[src/rtl/pd_dw_nr_timing.sv]
// -----------------------------------------------------------------------------
// pd_dw_nr_timing
//
// Purpose:
//   Downlink NR symbol timing generator. For each bandwidth mode the sample
//   stream is antenna-interleaved N ways. This block walks antenna index,
//   point-in-symbol (CP included), symbol-in-slot and slot count. It also
//   produces symbol-start, last-point and slot-end strobes. The first symbol
//   of every half-subframe uses the long-CP length L; all others use S.
//
// Ports:
//   sys_clk      in   1        single clock domain
//   sys_rst_n    in   1        asynchronous active-low reset
//   i_sel        in   4        bandwidth mode, latched only while i_fram=1
//   i_fram       in   1        synchronous frame restart (level-sensitive)
//   o_valid      out  1        timing running
//   o_ant_idx    out  ANT_W    antenna slot 0..N-1
//   o_pnt_idx    out  PNT_W    point within the current symbol
//   o_symb_idx   out  4        symbol within the slot
//   o_slot_idx   out  SLOT_W   free-running slot counter
//   o_sym_start  out  1        first cycle of a symbol (point 0, antenna 0)
//   o_last       out  1        every cycle of the final point of a symbol
//   o_slot_end   out  1        final cycle of the final symbol of a slot
//
// Every output is a register. The strobes are decoded from the next-state
// counter values, so they line up with the counters they describe.
// ANT_W must be at least 2 so that the default 4-way row always fits.
// -----------------------------------------------------------------------------
module pd_dw_nr_timing #(
    parameter int ANT_W          = 5,
    parameter int PNT_W          = 13,
    parameter int SYMB_PER_SLOT  = 14,
    parameter int SLOT_W         = 5,
    parameter int SLOTS_PER_HALF = 1
) (
    input  logic              sys_clk,
    input  logic              sys_rst_n,
    input  logic [3:0]        i_sel,
    input  logic              i_fram,
    output logic              o_valid,
    output logic [ANT_W-1:0]  o_ant_idx,
    output logic [PNT_W-1:0]  o_pnt_idx,
    output logic [3:0]        o_symb_idx,
    output logic [SLOT_W-1:0] o_slot_idx,
    output logic              o_sym_start,
    output logic              o_last,
    output logic              o_slot_end
);

    typedef enum logic {
        IDLE = 1'b0,
        RUN  = 1'b1
    } state_t;

    // Mode table rows: 0 = 32-way, 1 = 16-way, 2 = 8-way, 3 = 4-way (default).
    // Lengths are stored as (length - 1) so they compare directly with the
    // point counter at its wrap point.
    localparam int ROW_LOG2  [4] = '{5, 4, 3, 2};
    localparam int ROW_LONG  [4] = '{555, 1111, 2223, 4447};
    localparam int ROW_SHORT [4] = '{547, 1095, 2191, 4383};
    localparam logic [1:0] DEFAULT_ROW = 2'd3;
    localparam logic [3:0] SYMB_LAST   = 4'(SYMB_PER_SLOT - 1);

    logic [3:0]       row_fits;
    logic [ANT_W-1:0] row_ant_max   [4];
    logic [PNT_W-1:0] row_long_max  [4];
    logic [PNT_W-1:0] row_short_max [4];

    // A row is only usable when its interleave fits in the antenna index.
    // Rows that do not fit resolve to the default row in the selector below.
    genvar gi;
    generate
        for (gi = 0; gi < 4; gi++) begin : g_row
            assign row_fits[gi]      = (ROW_LOG2[gi] <= ANT_W);
            assign row_ant_max[gi]   = row_fits[gi] ? ANT_W'((1 << ROW_LOG2[gi]) - 1) : '0;
            assign row_long_max[gi]  = PNT_W'(ROW_LONG[gi]);
            assign row_short_max[gi] = PNT_W'(ROW_SHORT[gi]);
        end
    endgenerate

    // Registered state
    state_t           state_reg,     state_next;
    logic [ANT_W-1:0] ant_max_reg,   ant_max_next;
    logic [PNT_W-1:0] long_max_reg,  long_max_next;
    logic [PNT_W-1:0] short_max_reg, short_max_next;
    logic [ANT_W-1:0] ant_reg,       ant_next;
    logic [PNT_W-1:0] pnt_reg,       pnt_next;
    logic [3:0]       symb_reg,      symb_next;
    logic [SLOT_W-1:0] slot_reg,     slot_next;
    logic             valid_reg,     valid_next;
    logic             sym_start_reg, sym_start_next;
    logic             last_reg,      last_next;
    logic             slot_end_reg,  slot_end_next;

    logic [1:0]       sel_row;
    logic [PNT_W-1:0] cur_len_max;
    logic [PNT_W-1:0] nxt_len_max;
    logic             run_next;

    // Long-CP symbol: symbol 0 of the first slot of each half-subframe.
    function automatic logic [PNT_W-1:0] sym_len_max(
        input logic [3:0]        symb,
        input logic [SLOT_W-1:0] slot,
        input logic [PNT_W-1:0]  lmax,
        input logic [PNT_W-1:0]  smax
    );
        if ((symb == 4'd0) && ((32'(slot) % 32'(SLOTS_PER_HALF)) == 32'd0)) begin
            return lmax;
        end
        return smax;
    endfunction

    // Bandwidth code to table row
    always_comb begin
        sel_row = DEFAULT_ROW;
        case (i_sel)
            4'h1:             sel_row = 2'd0;
            4'h2, 4'h3:       sel_row = 2'd1;
            4'h4, 4'h5, 4'h6: sel_row = 2'd2;
            default:          sel_row = DEFAULT_ROW;
        endcase
        if (!row_fits[sel_row]) begin
            sel_row = DEFAULT_ROW;
        end
    end

    // Next-state and strobe decode
    always_comb begin
        state_next     = state_reg;
        ant_max_next   = ant_max_reg;
        long_max_next  = long_max_reg;
        short_max_next = short_max_reg;
        ant_next       = ant_reg;
        pnt_next       = pnt_reg;
        symb_next      = symb_reg;
        slot_next      = slot_reg;
        cur_len_max    = sym_len_max(symb_reg, slot_reg, long_max_reg, short_max_reg);

        if (i_fram) begin
            // Restart has priority over every wrap and over the IDLE hold.
            state_next     = RUN;
            ant_max_next   = row_ant_max[sel_row];
            long_max_next  = row_long_max[sel_row];
            short_max_next = row_short_max[sel_row];
            ant_next       = '0;
            pnt_next       = '0;
            symb_next      = 4'd0;
            slot_next      = '0;
        end else if (state_reg == RUN) begin
            if (ant_reg == ant_max_reg) begin
                ant_next = '0;
                if (pnt_reg == cur_len_max) begin
                    pnt_next = '0;
                    if (symb_reg == SYMB_LAST) begin
                        symb_next = 4'd0;
                        slot_next = slot_reg + 1'b1;
                    end else begin
                        symb_next = symb_reg + 4'd1;
                    end
                end else begin
                    pnt_next = pnt_reg + 1'b1;
                end
            end else begin
                ant_next = ant_reg + 1'b1;
            end
        end

        // Strobes describe the counter values being loaded this edge.
        nxt_len_max    = sym_len_max(symb_next, slot_next, long_max_next, short_max_next);
        run_next       = (state_next == RUN);
        valid_next     = run_next;
        sym_start_next = run_next && (ant_next == '0) && (pnt_next == '0);
        last_next      = run_next && (pnt_next == nxt_len_max);
        slot_end_next  = last_next && (ant_next == ant_max_next) && (symb_next == SYMB_LAST);
    end

    always_ff @(posedge sys_clk or negedge sys_rst_n) begin
        if (!sys_rst_n) begin
            state_reg     <= IDLE;
            ant_max_reg   <= row_ant_max[DEFAULT_ROW];
            long_max_reg  <= row_long_max[DEFAULT_ROW];
            short_max_reg <= row_short_max[DEFAULT_ROW];
            ant_reg       <= '0;
            pnt_reg       <= '0;
            symb_reg      <= 4'd0;
            slot_reg      <= '0;
            valid_reg     <= 1'b0;
            sym_start_reg <= 1'b0;
            last_reg      <= 1'b0;
            slot_end_reg  <= 1'b0;
        end else begin
            state_reg     <= state_next;
            ant_max_reg   <= ant_max_next;
            long_max_reg  <= long_max_next;
            short_max_reg <= short_max_next;
            ant_reg       <= ant_next;
            pnt_reg       <= pnt_next;
            symb_reg      <= symb_next;
            slot_reg      <= slot_next;
            valid_reg     <= valid_next;
            sym_start_reg <= sym_start_next;
            last_reg      <= last_next;
            slot_end_reg  <= slot_end_next;
        end
    end

    assign o_valid     = valid_reg;
    assign o_ant_idx   = ant_reg;
    assign o_pnt_idx   = pnt_reg;
    assign o_symb_idx  = symb_reg;
    assign o_slot_idx  = slot_reg;
    assign o_sym_start = sym_start_reg;
    assign o_last      = last_reg;
    assign o_slot_end  = slot_end_reg;

endmodule

[config.mk]
export PLATFORM = sky130hd
export DESIGN_NAME = pd_dw_nr_timing
export DESIGN_NICKNAME = d
export VERILOG_FILES = /design/src/rtl/pd_dw_nr_timing.sv
export SDC_FILE = /design/constraint.sdc
export NUM_CORES = 1
export LEC_CHECK = 0
export CAP_MARGIN = 20
export CORE_MARGIN = 2
export CORE_UTILIZATION = 60
export DETAILED_ROUTE_END_ITERATION = 10
export GPL_TIMING_DRIVEN = 0
export PLACE_DENSITY = 0.83
export SLEW_MARGIN = 20
export SYNTH_ARGS = -nofsm -noshare
export SYNTH_HDL_FRONTEND = slang
export SYNTH_SLANG_ARGS = --single-unit
[constraint.sdc]
create_clock -name sys_clk -period 8.2 [get_ports sys_clk]
set_clock_uncertainty 0.1 [all_clocks]
set_input_delay 1.23 -clock sys_clk [delete_from_list [all_inputs] [get_ports sys_clk]]
set_output_delay 1.23 -clock sys_clk [all_outputs]
set_load 0.02 [all_outputs]
Word-level counts from Yosys, hierarchy flattened:

Index checks and enable logic that the tools add are counted.

* add/subtract/negate cells: 4
* order comparisons: 2
* equal/unequal tests: 12
* mux-type cells: 40
* bitwise gates (word level): 1
* reductions and logical operators: 16

Operators with widths (count)
* 2-to-1 mux 13 bit: 14
* 2-to-1 mux 5 bit: 11
* binary-select mux 13 bit (select 2 bit): 2
* equality test 13 bit: 2
* 2-to-1 mux 4 bit: 5
* adder 13 x 1 -> 13 bit (second input constant): 1
* logical NOT 13 bit: 1
* equality test 4 x 3 -> 1 bit (second input constant): 3
* adder 5 x 1 -> 5 bit (second input constant): 2
* binary-select mux 5 bit (select 2 bit): 1
* equality test 5 bit: 2
* equality test 4 x 2 -> 1 bit (second input constant): 2
* equality test 4 bit (second input constant): 2
* logical NOT 4 bit: 2
* nonzero test 2 bit: 4
* case mux 2 bit (3 select lines): 1
* logical AND 1 bit: 5
* logical NOT 5 bit: 1
* adder 4 x 1 -> 4 bit (second input constant): 1
* equality test 4 x 1 -> 1 bit (second input constant): 1
* 2-to-1 mux 1 bit: 4
* AND reduction 4 bit: 1
* greater-or-equal comparator 3 bit (second input constant): 1
* < comparator 2 x 3 -> 1 bit (second input constant): 1
* 5 further kinds: 5

* register bits: 62
* input bits: 7
* output and inout port bits: 31
* logic and storage cells: 86

Depth between registers and ports, before layout:

Gate-level depths: netlist of run 1.

* depth after elaboration: 17
* gate-level depth with buffers: 15
* mapped depth without buffers: 13

Worst setup path after synthesis of run 1:

Ideal clock, no wire load.

* kind: reg-to-reg
* start point: register symb_reg[0], in the netlist o_symb_idx[0]
* end point: register slot_end_reg, in the netlist o_slot_end
* library setup time: 0.068 ns
* arrival time: 4.116 ns
* data required time: 8.032 ns
* setup slack: 3.917 ns
* cell stages (with the launch flop): 15
* buffers on the path: 1
* period minus slack after synthesis: 4.283 ns
* path through: dfrtp_1 inv_1 ha_1 or3b_1 a2111oi_2 nor2_1 or4_4 nor4_4 a311oi_1 or4_4 buf_6 a2111oi_4 nor2_1 nor4_2 and4_1

* cells in the longest elaborated chain, start to end: 15
* elaborated cells between the ends (all ways): 23
* those cells by class: add/sub (1); eq/ne (4); mux (13); reduce/logical (5)

RTL lines
* start: declaration: line 88 `logic [3:0] symb_reg, symb_next;`
* start signal: assignment: line 198 `symb_reg <= symb_next;`
* logical NOT 4 bit: line 107 `if ((symb == 4'd0) && ((32'(slot) % 32'(SLOTS_PER_HALF)) == 32'd0)) begin`
* 2-to-1 mux 1 bit: line 107
* 2-to-1 mux 13 bit: line 110 `return smax;`
* equality test 13 bit: line 152 `if (pnt_reg == cur_len_max) begin`
* 2-to-1 mux 4 bit: line 152
* 2-to-1 mux 4 bit: line 150 `if (ant_reg == ant_max_reg) begin`
* 2-to-1 mux 4 bit: line 149 `end else if (state_reg == RUN) begin`
* 2-to-1 mux 4 bit: line 139 `if (i_fram) begin`
* logical NOT 4 bit: line 107
* 2-to-1 mux 1 bit: line 107
* 2-to-1 mux 13 bit: line 110
* equality test 13 bit: line 173 `last_next = run_next && (pnt_next == nxt_len_max);`
* logical AND 1 bit: line 173
* logical AND 1 bit: line 174 `slot_end_next = last_next && (ant_next == ant_max_next) && (symb_next == SYMB_LAST);`
* logical AND 1 bit *: line 174
* via slot_end_next: line 93 `logic slot_end_reg, slot_end_next;`
* end signal: assignment: line 203 `slot_end_reg <= slot_end_next;`
* end: declaration: line 93

Mark *: on every way through the listed nets, which the timed path passes. The rest lies on a longest branch.
A chain may end at the register's enable or synchronous reset.

Worst setup path in the final report of run 1:

* start point: register symb_reg[0], in the netlist o_symb_idx[0]
* end point: register slot_end_reg, in the netlist o_slot_end

* cells in the longest elaborated chain, start to end: 15
* elaborated cells between the ends (all ways): 23
* those cells by class: add/sub (1); eq/ne (4); mux (13); reduce/logical (5)

RTL lines (line)
* logical NOT 4 bit: 107
* 2-to-1 mux 1 bit: 107
* 2-to-1 mux 13 bit: 110
* equality test 13 bit: 152
* 2-to-1 mux 4 bit *: 152
* 2-to-1 mux 4 bit *: 150
* 2-to-1 mux 4 bit *: 149
* 2-to-1 mux 4 bit *: 139
* via symb_next[2]: 88
* logical NOT 4 bit: 107
* 2-to-1 mux 1 bit: 107
* 2-to-1 mux 13 bit: 110
* equality test 13 bit: 173
* logical AND 1 bit: 173
* logical AND 1 bit: 174
* logical AND 1 bit *: 174
* via slot_end_next: 93

Marked as above.

==> results.cfg, run 1 <==
[status]
status = finished, final reports clean

[drt]
ant_nets = 0
drtIter0Drc = 391
drc = 0
wl_um = 11200
route.vias.total = 3575
wire_per_inst_um = 19.9
first_pass_iters = 7
post_drt_via_cell_ratio = 6.35

[die]
core_area_um2 = 6350
die-area_um2 = 7190
initial_core_util_pct = 61.7
die_y_um = 84.8
placementRows = 29
die_w_um = 84.8
ios = 38

[placement]
gpl.final_weighted_congestion = 1.00
hpwlAfterDp_um = 8400
numPlacedInstances = 547
port_buffers = 36

[critical_path]
r2r_slack_ns = 3.20
max_stage_delay_ns = 0.83
path_cells = inv_1 -> ha_1 -> or3b_1 -> buf_2 -> nor3_2 -> a31oi_1 -> nor4_1 -> and3_1 -> a311oi_1 -> or4_4 -> buf_6 -> a2111oi_4 -> nor2_1 -> nor4_2 -> and4_1
cp_slowest_cell = nor4_1
crit_arrival_ns = 5.17
critPathCaptureType = flip-flop
path_class = reg2reg
crit_fanout = 10
r2r_cells = 15
worstSetupStartpointType = flip-flop
critPathRequiredTime_ns = 8.38

[synthesis]
yosys.area_share.simple_pct = 25.4
synth_top_family_by_area = simple AND/OR/NAND/NOR gates
avgSynthCellArea_um2 = 9.05
synth-xor-area-share_pct = 8.27
async_flop_share_pct = 100
synthAdderAreaFrac_pct = 1.92
synth_top_area_share_pct = 28.7
synth_seq_cells = 62
ys_top_cells_by_area = dfrtp_1 (29%), dfstp_2 (11%), xnor2_1 (4.7%), nor2_1 (3.6%), mux2i_1 (3.6%)
synth_flop_cell = dfrtp_1
ys_seq_area_share_pct = 40.1
synthMuxAreaShare_pct = 4.15
synth_compound_area_share_pct = 14.9
syn-cell-area_um2 = 3920
synth_edf_count = 0
synth_area_leader_cell = dfrtp_1
yosysWarnings = 0
syn_nets = 446
syn_inst = 433
synth_cell_type_count = 64

[layout]
diodes = 0
layout_commonest_cell = dfrtp_1
drive_gt1_share_pct = 11.7
nets = 494
area_growth_pct = 17.2
layout.cells.non_filler = 563
final_cell_mix = dfrtp_1 (45), nor2_1 (38), clkdlybuf4s50_1 (35)

[worst_hold_path]
hold_depth = 2
hold_path.class = reg2reg

[timing]
finalCritPeriodShare_pct = 60.9
finalMaxSlewViolations = 0
rsz0062_at_grt = false
timing.setup.tns_ns = 0
min_period_ns = 5.00
max-slew-margin-rel_pct = 29.9
worst_pin_slew_ns = 1.04
final-hold-violation-count = 0
max_freq_ghz = 0.200
setup_viol_count_final = 0

[global_routing]
grt-ovfl-total = 0
antenna_found_initial = 0
grt_max_degree = 33
grt_pass1_wl_um = 17700
grt_use_total_pct = 32.3
grt_pass1_vias = 3436

[run]
drv_cap = 0

[power]
power-per-cell-area_nw_per_um2 = 151
vdd_drop_max_uv = 134
p_leak_nw = 1.94
power.total_uw = 692

[clocking]
cts_setup_buffers = 0
tritoncts = done
clockBufferDepth = 2
hold_buffers = 0
path_clk_slew_ns = 0.07
cts_root_buf = clkbuf_8
htree_levels = 3
clock-sinks = 62
cts_resized = 0
clkLatencyLatePin_ns = 0.34
numCtsBuffers = 9
[power breakdown]
part           switching [mW]  internal (mW)  leakage (nW)
Clock                   0.125          0.149        0.0955
Combinational          0.0551         0.0314          1.05
Sequential             0.0108          0.321         0.789
Total                   0.191          0.501          1.94
[area by class of cell]
class	instances	area, um^2
flip-flops and latches	62	1570
inverters	33	124
repair buffers	37	378
plain buffers	17	81.3
multi-input cells	321	2140
clock inverters	5	58.8
well taps	77	96.3
fillers	458	1760
clock buffers	11	141
[through the flow]
stage | worst slack, ns | hold slack [ns] | util [%] | cell area [um^2]
after global placement | 3.42 | 0.397 | 68.9 | 4370
after detailed placement | 3.32 | 0.412 | 69.2 | 4390
after global routing | 2.98 | 0.450 | 72.3 | 4590
after CTS | 3.31 | 0.427 | 72.3 | 4590
final | 3.20 | 0.431 | 72.3 | 4590
after floorplan | 3.92 | 0.382 | - | 3920
[cells by family after synthesis]
| group | Yosys count |
|---|---|
| AND/OR/NAND/NOR | 180 |
| AO/OA/AOI/OAI | 82 |
| flip-flops | 62 |
| buffers and inverters | 50 |
| XOR/XNOR | 37 |
| multiplexers | 16 |
| adder cells (fa/ha/maj) | 6 |
[worst max-delay path: cells and delay by family (launching register included)]
family / cells / cell delay [ns]
buffers and inverters: 3 / 0.60
AOI/OAI and AO/OA: 3 / 0.55
adders and majority gates: 1 / 0.23
DFF: 1 / 0.44
and+or+nand+nor: 8 / 3.01
[cell usage after synthesis, drive strengths merged (3+ instances only)]
master / count
mux2i: 14
or2: 10
nor3: 13
buf: 5
nand2b: 12
dfstp: 17
nand4: 11
xnor2: 21
dfrtp: 45
xor2: 16
nor4: 13
ha: 6
nand2: 27
o21ai: 21
nor2: 38
nand3: 16
o21a: 4
or3: 5
a21oi: 16
a2111oi: 3
nor2b: 11
a21boi: 3
a21o: 6
or4: 5
inv: 33
a31oi: 3
clkbuf: 12
and3: 10
o2111a: 3
o22ai: 3
[worst paths after layout]
path                                  start          endpoint
setup / recovery              o_symb_idx[0]        o_slot_end
hold / removal             short_max_reg[8]  short_max_reg[8]
setup reg to reg              o_symb_idx[0]        o_slot_end
hold reg to reg            short_max_reg[8]  short_max_reg[8]
max in group asynchronous         sys_rst_n   long_max_reg[3]
min in group asynchronous         sys_rst_n     o_symb_idx[1]
[metal layers]
layer  share of wire (%)  vias to the layer above  track usage [%]
met5                   0                        -                0
met4                 4.3                        0             17.9
met3                 7.4                       39             6.49
met2                  45                      182             48.5
met1                  43                     1717             44.0
li1                    -                     1637                -
(Power assumes the default switching activity.)
==> inputs of run 2 (changes only) <==
--- a/config.mk
+++ b/config.mk
@@ -7,10 +7,10 @@
 export LEC_CHECK = 0
 export CAP_MARGIN = 20
 export CORE_MARGIN = 2
-export CORE_UTILIZATION = 60
+export CORE_UTILIZATION = 52
 export DETAILED_ROUTE_END_ITERATION = 10
 export GPL_TIMING_DRIVEN = 0
-export PLACE_DENSITY = 0.83
+export PLACE_DENSITY = 0.77
 export SLEW_MARGIN = 20
 export SYNTH_ARGS = -nofsm -noshare
 export SYNTH_HDL_FRONTEND = slang
==> constraint.sdc (replaced) <==
create_clock -name sys_clk -period 4.4 [get_ports sys_clk]
set_clock_uncertainty 0.1 [all_clocks]
set_input_delay 0.66 -clock sys_clk [delete_from_list [all_inputs] [get_ports sys_clk]]
set_output_delay 0.66 -clock sys_clk [all_outputs]
set_load 0.02 [all_outputs]
==> results.cfg, run 2 (synthesis gave the netlist of run 1 again) <==
[global_routing]
grt_pass1_vias = 3556
antenna_found_initial = 0
grt_pass1_wl_um = 18100
grt_use_total_pct = 28.6
grt_max_degree = 39
grt-ovfl-total = 0

[clocking]
clockBufferDepth = 2
numCtsBuffers = 9
cts_root_buf = clkbuf_8
clkLatencyLatePin_ns = 0.35
clock-sinks = 62
path_clk_slew_ns = 0.07
hold_buffers = 0
tritoncts = done
htree_levels = 3

[power]
comb_power_share_pct = 12.9
clkPwrFrac_pct = 41.3
p_int_uw = 995
seqPwrFrac_pct = 45.8
p_leak_nw = 2.13
vdd_drop_max_uv = 193
p_switching_uw = 353
p_sw_share_pct = 26.2
power-per-cell-area_nw_per_um2 = 269

[critical_path]
worstSetupStartpointType = flip-flop
crit_arrival_ns = 4.59
critPathCaptureType = flip-flop
crit_fanout = 8
critPathRequiredTime_ns = 4.58
path_class = reg2reg

[drt]
post_drt_via_cell_ratio = 6.17
wire_per_inst_um = 20.1
ant_nets = 0
drtIter0Drc = 434
wl_um = 12200
drc = 0
route.vias.total = 3736
first_pass_iters = 7

[placement]
port_buffers = 36
dp_worst_setup_slack_ns = -0.341
gpl.final_weighted_congestion = 0.973
hpwlAfterDp_um = 8540

[layout]
layout_commonest_cell = dfrtp_1
nets = 515
fillCellCount = 564
drive_gt1_share_pct = 19.3
final_cell_mix = dfrtp_1 (43), nor2_1 (37), clkdlybuf4s50_1 (35)
final_util_pct = 68.8
area_growth_pct = 28.1
diodes = 0

[die]
placementRows = 31
die_y_um = 90.8
die-area_um2 = 8240
initial_core_util_pct = 53.7
die_w_um = 90.8
core_area_um2 = 7290
ios = 38

[timing]
finalCritPeriodShare_pct = 100
min_period_ns = 4.40
worst_pin_slew_ns = 1.06
setup_viol_count_final = 1
finalMaxSlewViolations = 0
max-slew-margin-rel_pct = 28.8
max_freq_ghz = 0.227
final-hold-violation-count = 0
layout_setup_ws_ns = -0.00121
rsz0062_at_grt = true

[status]
status = finished, violations left
violations = setup timing

[worst_hold_path]
hold_path.class = in2async

[run]
drv_cap = 0
-- run 2: final cells by class --
class	instances	area, um^2	share of cell area [%]
Tap cell	99	124	2.47
Clock inverter	4	70.1	1.40
Multi-Input combinational cell	321	2290	45.6
Inverter	33	126	2.52
Sequential cell	62	1580	31.4
Timing Repair Buffer	60	587	11.7
Buffer	15	100	1.99
Clock buffer	12	145	2.89
-- run 2: stage by stage --
stage / hold WS [ns] / TNS [ns] / total power [mW] / cells / instance area (um^2)
finish: 0.105 / -0.00121 / 1.35 / 606 / 5020
global route: 0.121 / -0.249 / 1.40 / 606 / 5020
CTS: 0.111 / 0 / 1.34 / 588 / 4710
detailed placement: 0.400 / -0.686 / 0.786 / 569 / 4420
global placement: 0.393 / -0.549 / 0.780 / 568 / 4400
floorplan: 0.264 / 0 / 0.720 / 433 / 3920
-- run 2: what timing repair did --
item | 4_1_cts | 5_1_grt
buffers inserted | 3 | 20
pin swaps | 4 | 12
gates resized for setup | 11 | 32
setup endpoints to repair | 3 | 3
-- run 2: routing by layer --
layer	wire [um]	global-route usage (%)	up-vias
li1	-	-	1682
met1	5300	38.7	1827
met2	5590	44.5	186
met3	870	5.01	41
met4	449	13.8	0
met5	0	0	-
-- run 2: power by group through the flow --
stage,Clock (mW),Sequential (mW),Combinational [mW]
6_report,0.557,0.618,0.174
5_1_grt,0.595,0.620,0.187
4_1_cts,0.561,0.617,0.161
3_5_place_dp,0,0.627,0.159
3_3_place_gp,0,0.626,0.154
2_1_floorplan,0,0.630,0.0900
-- run 2: worst max-delay path: stages (launching register included) --
cell and delay, ns:
dfrtp_2 0.42, inv_2 0.10, ha_4 0.17, or3b_4 0.41
buf_8 0.16, o41ai_4 0.05, o221ai_2 0.16, or4_4 0.54
nor4_4 0.25, buf_4 0.17, mux2i_1 0.07, or4_4 0.55
buf_12 0.16, buf_8 0.13, mux2i_1 0.16, nand4_1 0.14
nor4_2 0.34, and4_1 0.22
-- run 2: path summary, 6_finish.rpt --
check | startpoint | end | slack (ns) | depth (start not counted)
max in group asynchronous | sys_rst_n | long_max_reg[0] | 3.53 | 2
worst max-delay path | o_symb_idx[1] | o_slot_end | -0.001 | 17
worst max register to register | o_symb_idx[1] | o_slot_end | -0.001 | 17
min in group sys_clk | short_max_reg[4] | short_max_reg[4] | 0.41 | 2
worst min-delay path | sys_rst_n | o_slot_idx[3] | 0.10 | 1
worst min register to register | short_max_reg[4] | short_max_reg[4] | 0.41 | 2
